File: config.mk
export PLATFORM = sky130hd
export DESIGN_NAME = div_hilo_ctrl
export DESIGN_NICKNAME = d
export VERILOG_FILES = /design/src/rtl/div_hilo_ctrl.sv
export SDC_FILE = /design/constraint.sdc
export NUM_CORES = 1
export LEC_CHECK = 0
export ABC_AREA = 1
export BUFFER_PORTS_ARGS = -buffer_cell sky130_fd_sc_hd__buf_4
export CORE_MARGIN = 1.5
export CORE_UTILIZATION = 40
export DETAILED_ROUTE_END_ITERATION = 10
export GPL_ROUTABILITY_DRIVEN = 0
export HOLD_SLACK_MARGIN = 0.1
export PLACE_DENSITY = 0.76
export SLEW_MARGIN = 40
export SYNTH_ARGS = -nofsm -noshare
export SYNTH_HDL_FRONTEND = slang
export SYNTH_SLANG_ARGS = --single-unit
export TNS_END_PERCENT = 20
File: constraint.sdc
create_clock -name clock -period 1.6 [get_ports clock]
set_clock_uncertainty 0.15 [all_clocks]
set_input_delay 0.16 -clock clock [delete_from_list [all_inputs] [get_ports clock]]
set_output_delay 0.16 -clock clock [all_outputs]
set_load 0.01 [all_outputs]
File: src/rtl/div_hilo_ctrl.sv
// Sequencer in front of the combinational divider: holds operands for a
// settle window, then captures quotient/remainder into LO/HI.
module div_hilo_ctrl #(
  parameter int unsigned SETTLE_CYCLES = 4
) (
  input  logic        clock,
  input  logic        reset,
  input  logic        start,
  input  logic [31:0] dividend_in,
  input  logic [31:0] divisor_in,
  output logic [31:0] div_dividend,
  output logic [31:0] div_divisor,
  input  logic [31:0] div_quotient,
  input  logic [31:0] div_remainder,
  input  logic        hi_wr,
  input  logic        lo_wr,
  input  logic [31:0] wr_data,
  output logic        busy,
  output logic        done,
  output logic        div_by_zero,
  output logic [31:0] hi,
  output logic [31:0] lo
);

  typedef enum logic {IDLE = 1'b0, WAIT = 1'b1} state_t;

  localparam logic [3:0] CNT_INIT = 4'(SETTLE_CYCLES - 1);

  state_t     state, state_nxt;
  logic [3:0] cnt;
  logic       accept, zdiv, capture;

  always_ff @(posedge clock) begin
    if (reset) state <= IDLE;
    else       state <= state_nxt;
  end

  always_comb begin
    state_nxt = state;
    unique case (state)
      IDLE: if (start && divisor_in != '0) state_nxt = WAIT;
      WAIT: if (cnt == '0)                 state_nxt = IDLE;
    endcase
  end

  // A zero divisor completes in IDLE without ever entering the settle window.
  always_comb begin
    accept  = (state == IDLE) && start;
    zdiv    = accept && (divisor_in == '0);
    capture = (state == WAIT) && (cnt == '0);
  end

  always_ff @(posedge clock) begin
    if (reset) begin
      cnt          <= '0;
      div_dividend <= '0;
      div_divisor  <= '0;
      hi           <= '0;
      lo           <= '0;
      busy         <= 1'b0;
      done         <= 1'b0;
      div_by_zero  <= 1'b0;
    end else begin
      done <= zdiv | capture;
      if (accept) begin
        div_dividend <= dividend_in;
        div_divisor  <= divisor_in;
        div_by_zero  <= zdiv;
      end
      if (state == WAIT) begin
        if (capture) begin
          lo   <= div_quotient;
          hi   <= div_remainder;
          busy <= 1'b0;
        end else begin
          cnt <= cnt - 4'd1;
        end
      end else begin
        if (hi_wr) hi <= wr_data;
        if (lo_wr) lo <= wr_data;
        if (accept && !zdiv) begin
          cnt  <= CNT_INIT;
          busy <= 1'b1;
        end
      end
    end
  end

endmodule

After elaboration in Yosys (flattened, before gate mapping) --
Index checks and enable logic that the tools add are counted.
Word-level totals: word-level logic and storage cells 45, register bits 136, memories kept 0, RAM bits 0, memory bits (read-only) 0, input bits 165, bits in latches 0
Cells by class: shift operators 0, bitwise gates (word level) 2, reduce and logical (&&, ||, !) cells 16, $mul 0, div/mod/pow operators 0, $lt $le $gt $ge 0, add/subtract/negate cells 1, mux-type cells 15, equal/unequal tests 2
Operators by type and width (count):
- $mux 32 | 6
- $logic_not 32->1 | 1
- $reduce_bool 32->1 | 1
- $mux 4 | 3
- $reduce_and 2->1 | 4
- $reduce_bool 2->1 | 3
- $logic_and 1x1->1 | 5
- $mux 1 | 5
- $logic_not 4->1 | 1
- $sub 4x1->4 const B | 1
- $ne 2x1->1 const B | 1
- $ne 2x2->1 const B | 1
- $pmux 1 s2 | 1
- $logic_not 1->1 | 1
- $not 1->1 | 1
- $or 1x1->1 | 1

Depth between registers and ports, before layout --
word-level depth 7, mapped depth 9, gate-level depth less buffers 9

Worst setup path before layout --
OpenSTA, ideal clock, no wires.
path type reg-to-reg, start point register cnt[0], end point register lo[24], setup slack 0.069 ns, data required time 1.328 ns, clock period less this slack 1.531 ns, arrival time 1.259 ns, setup time 0.122 ns, stages on the path, launching flop included 10, path buffers 1, cell sequence dfxtp_1 inv_1 ha_1 nand3_4 nand2_8 o21ai_4 inv_8 buf_12 o21ai_1 a31oi_1
Between the ends: cells in the longest elaborated chain, start to end 4
Ends and longest elaborated chain:
- start: declaration | line 30 | logic [3:0] cnt;
- start signal: assignment | line 76 | cnt <= cnt - 4'd1;
- $logic_not 4->1 | line 50 | capture = (state == WAIT) && (cnt == '0);
- $logic_and 1x1->1 | line 50
- $ne 2x1->1 (no source line)
- $reduce_and 2->1 (no source line)
- end signal: assignment | line 72 | lo <= div_quotient;
- end signal: assignment | line 80 | if (lo_wr) lo <= wr_data;
- end: declaration | line 22 | output logic [31:0] lo
Every way passes these cells. A chain may end at the register's enable or synchronous reset.

Final worst setup path --
start point register cnt[0], end point register lo[6]
Same word-level chain as after synthesis.

==> impl_metrics.yaml <==
clocking:
  worst_skew_pair.late_latency_ps: 420
  cts_max_path_buffers: 2
  clockRootBuffer: "clkbuf_16"
  cts_htree_levels: 4
  cts_buffers: 17
  clock-sinks: 136
  path_clk_slew_ps: 60
  cts_tree: "yes"
pwr:
  total_leakage_power_nw: 4.800
  pwr_density_cell_nw_per_um2: 1048
  power.total_mw: 10.88
  vdd_drop_max_mv: 0.6755
global_routing:
  antenna_found_initial: 0
  grt_pass1_wl_um: 35910
  overflow: 0
  grt_max_degree: 72
  grt_pass1_vias: 7212
  grt_use_total_pct: 31.94
critical_path:
  cpPeakStageDelay_ps: 320
  crit_path_max_fanout: 6
  cp.required_ps: 1760
  cp_common_cell: "o21ai_4"
  cp-start-kind: "flip-flop"
  critPathSlowestCell: "dfxtp_2"
  crit_buf_inv: 3
  cp-end-kind: "flip-flop"
  crit_chain: "inv_2 -> ha_4 -> nand3_4 -> nand2_8 -> o21ai_4 -> inv_8 -> buf_12 -> o21ai_4 -> a31oi_1"
  critPathKind: "reg2reg"
  cpLargestDelayFamily: "compound AO/OA/AOI/OAI gates"
  arrival_ps: 1870
timing:
  setup_viol: 31
  rsz0062_at_grt: "yes"
  relSlewSlack_pct: 71.72
  timing.final.ws_setup_ps: -105.7
  worst_pin_slew_ps: 424.1
  finalCriticalPeriod_ps: 1706
  finalHoldViolCount: 0
  min_period_over_period_pct: 106.6
  max_freq_ghz: 0.5863
  finalMaxSlewViolations: 0
  finalSetupTns_ps: -619.7
synth:
  synth_top_area_cell: "dfxtp_1"
  syn_avg_cell_area_um2: 7.893
  syn_inst: 677
  synth_cell_type_count: 29
  yosys_warnings: 0
  ys_ff_latch: 136
  synth_area_leaders: "dfxtp_1, nor2_1, nand2_1"
  synth_seq_area_share_pct: 50.95
  synth_area_um2: 5344
  yosysTopAreaCellShare_pct: 50.95
  synth_nets: 843
drt:
  route.detailed.drc: 0
  wire_per_inst_um: 18.64
  drtPass1Iterations: 6
  first_iter_violations: 594
  vias: 7143
  viasPerCell: 5.371
  wirelength_um: 24800
  drtAntennaViolNets: 0
floorplanning:
  pin_count: 296
  rows: 42
  fp.dieH_um: 118.6
  fp.dieW_um: 118.6
  die_area_um2: 14060
  core_um2: 13140
  initial_utilization_pct: 40.68
final_layout:
  nFillCells: 724
  area.growth.synth_to_final_pct: 94.26
  antennaDiodeCount: 0
  drive_gt1_share_pct: 35.27
  multi_input_area_um2: 2405
  ff_latch_area_um2: 2726
  final_nets: 1308
placement:
  port_buffers: 295
  hpwlAfterDp_um: 12420
status:
  violations: "negative setup slack"
  status: "complete, but fails checks"
worst_hold_path:
  hold_path_class: "in2reg"
run:
  cap_violations: 0
## cells in the final DEF (no fill, tap or decap), types with 5 or more instances in the layout
| cell | count |
|---|---|
| dlygate4sd3_1 | 161 |
| nand3_1 | 5 |
| nand2_2 | 5 |
| inv_2 | 6 |
| o21ai_2 | 13 |
| dfxtp_1 | 133 |
| buf_12 | 8 |
| clkinv_2 | 7 |
| o21ai_0 | 68 |
| o21ai_1 | 47 |
| nor2_4 | 6 |
| nand2_1 | 107 |
| clkbuf_16 | 22 |
| dlymetal6s4s_1 | 7 |
| inv_1 | 5 |
| buf_4 | 307 |
| a21oi_1 | 7 |
| a31oi_1 | 62 |
| nor2_1 | 137 |
## cells in the mapped netlist, drive strengths merged
cell type and number:
a21oi 7, a31oi 64, buf 31, clkbuf 19, dfxtp 136, ha 1, inv 14, nand2 113
nand3 7, nand4 2, nor2 148, o21ai 132, o21bai 1, o31ai 1, xnor2 1
## worst paths after layout
check                                    startpoint                          end  slack (ps)  cells past startpoint
worst max register to register  cnt[0]$_SDFFE_PP0P_           lo[6]$_SDFFE_PP0P_        -110                      9
worst min register to register    busy$_SDFFE_PP0P_            busy$_SDFFE_PP0P_         330                      2
worst max-delay path            cnt[0]$_SDFFE_PP0P_           lo[6]$_SDFFE_PP0P_        -110                      9
worst min-delay path                  divisor_in[8]  div_divisor[8]$_SDFFE_PP0P_          60                      4
## repair_timing
item / in CTS / in global routing
pin swaps: 1 / 13
hold buffers: 163 / 5
resized for setup: 4 / 56
buffers inserted: 0 / 8
endpoints found under the hold margin: 135 / 5
cloned: 1 / 8
endpoints found under the setup margin: 25 / 67
## metal layers
metal / share of wire (%) / wire [µm] / vias to the layer above / GRT usage (%)
li1: - / - / 3221 / -
met4: 5.7 / 1405 / 0 / 20.03
met1: 36 / 9006 / 3280 / 34.50
met3: 9.5 / 2344 / 124 / 8.687
met2: 49 / 12040 / 518 / 55.27
met5: 0 / 0 / - / 0
## through the flow
stage | setup slack, ps | hold WS [ps] | cell area (µm²) | util (%) | instances
after floorplan | 69.36 | 79.07 | 5344 | - | 677
after global placement | 33.99 | 227.7 | 7751 | 59.00 | 1124
after detailed placement | -18.64 | 229.2 | 7751 | 59.00 | 1124
after CTS | 0.8230 | 109.3 | 10010 | 76.19 | 1319
after global routing | -142.1 | 100.6 | 10380 | 79.02 | 1330
final | -105.7 | 56.82 | 10380 | 79.02 | 1330
## cell families after synthesis
family,share of synthesized area [%]
xor gates and xnor gates,0.1639
and+or+nand+nor,20.11
buffers and inverters,7.258
DFF,50.95
AOI/OAI and AO/OA,21.28
adders and majority gates,0.2341
## worst min-delay path, cell delays in order
cell and delay, ps:
dlymetal6s4s_1 170, buf_4 130, nor2_1 40, nor2_1 80
## area by class of cell
cell class | count | area share, %
inverter | 14 | 0.6147
sequential | 136 | 26.26
clock buffer | 21 | 4.339
clock inverter | 10 | 1.229
multi-input combinational | 477 | 23.17
timing repair inverter | 2 | 0.1205
tap | 176 | 2.121
timing repair buffer | 494 | 42.15
## registers in the layout (all words and copies together), names as in the netlist
register / cells
cnt: 4
div_by_zero: 1
div_dividend: 32
div_divisor: 32
done: 1
lo: 32
state: 1
busy: 1
hi: 32
## where the power goes
group          internal (mW)  leakage [nW]  switching [mW]  total (mW)
clock                   2.46         0.286            1.45        3.92
sequential              3.77          1.13           0.259        4.03
combinational           1.52          3.38            1.42        2.94
Power figures use the tool's default switching activity.
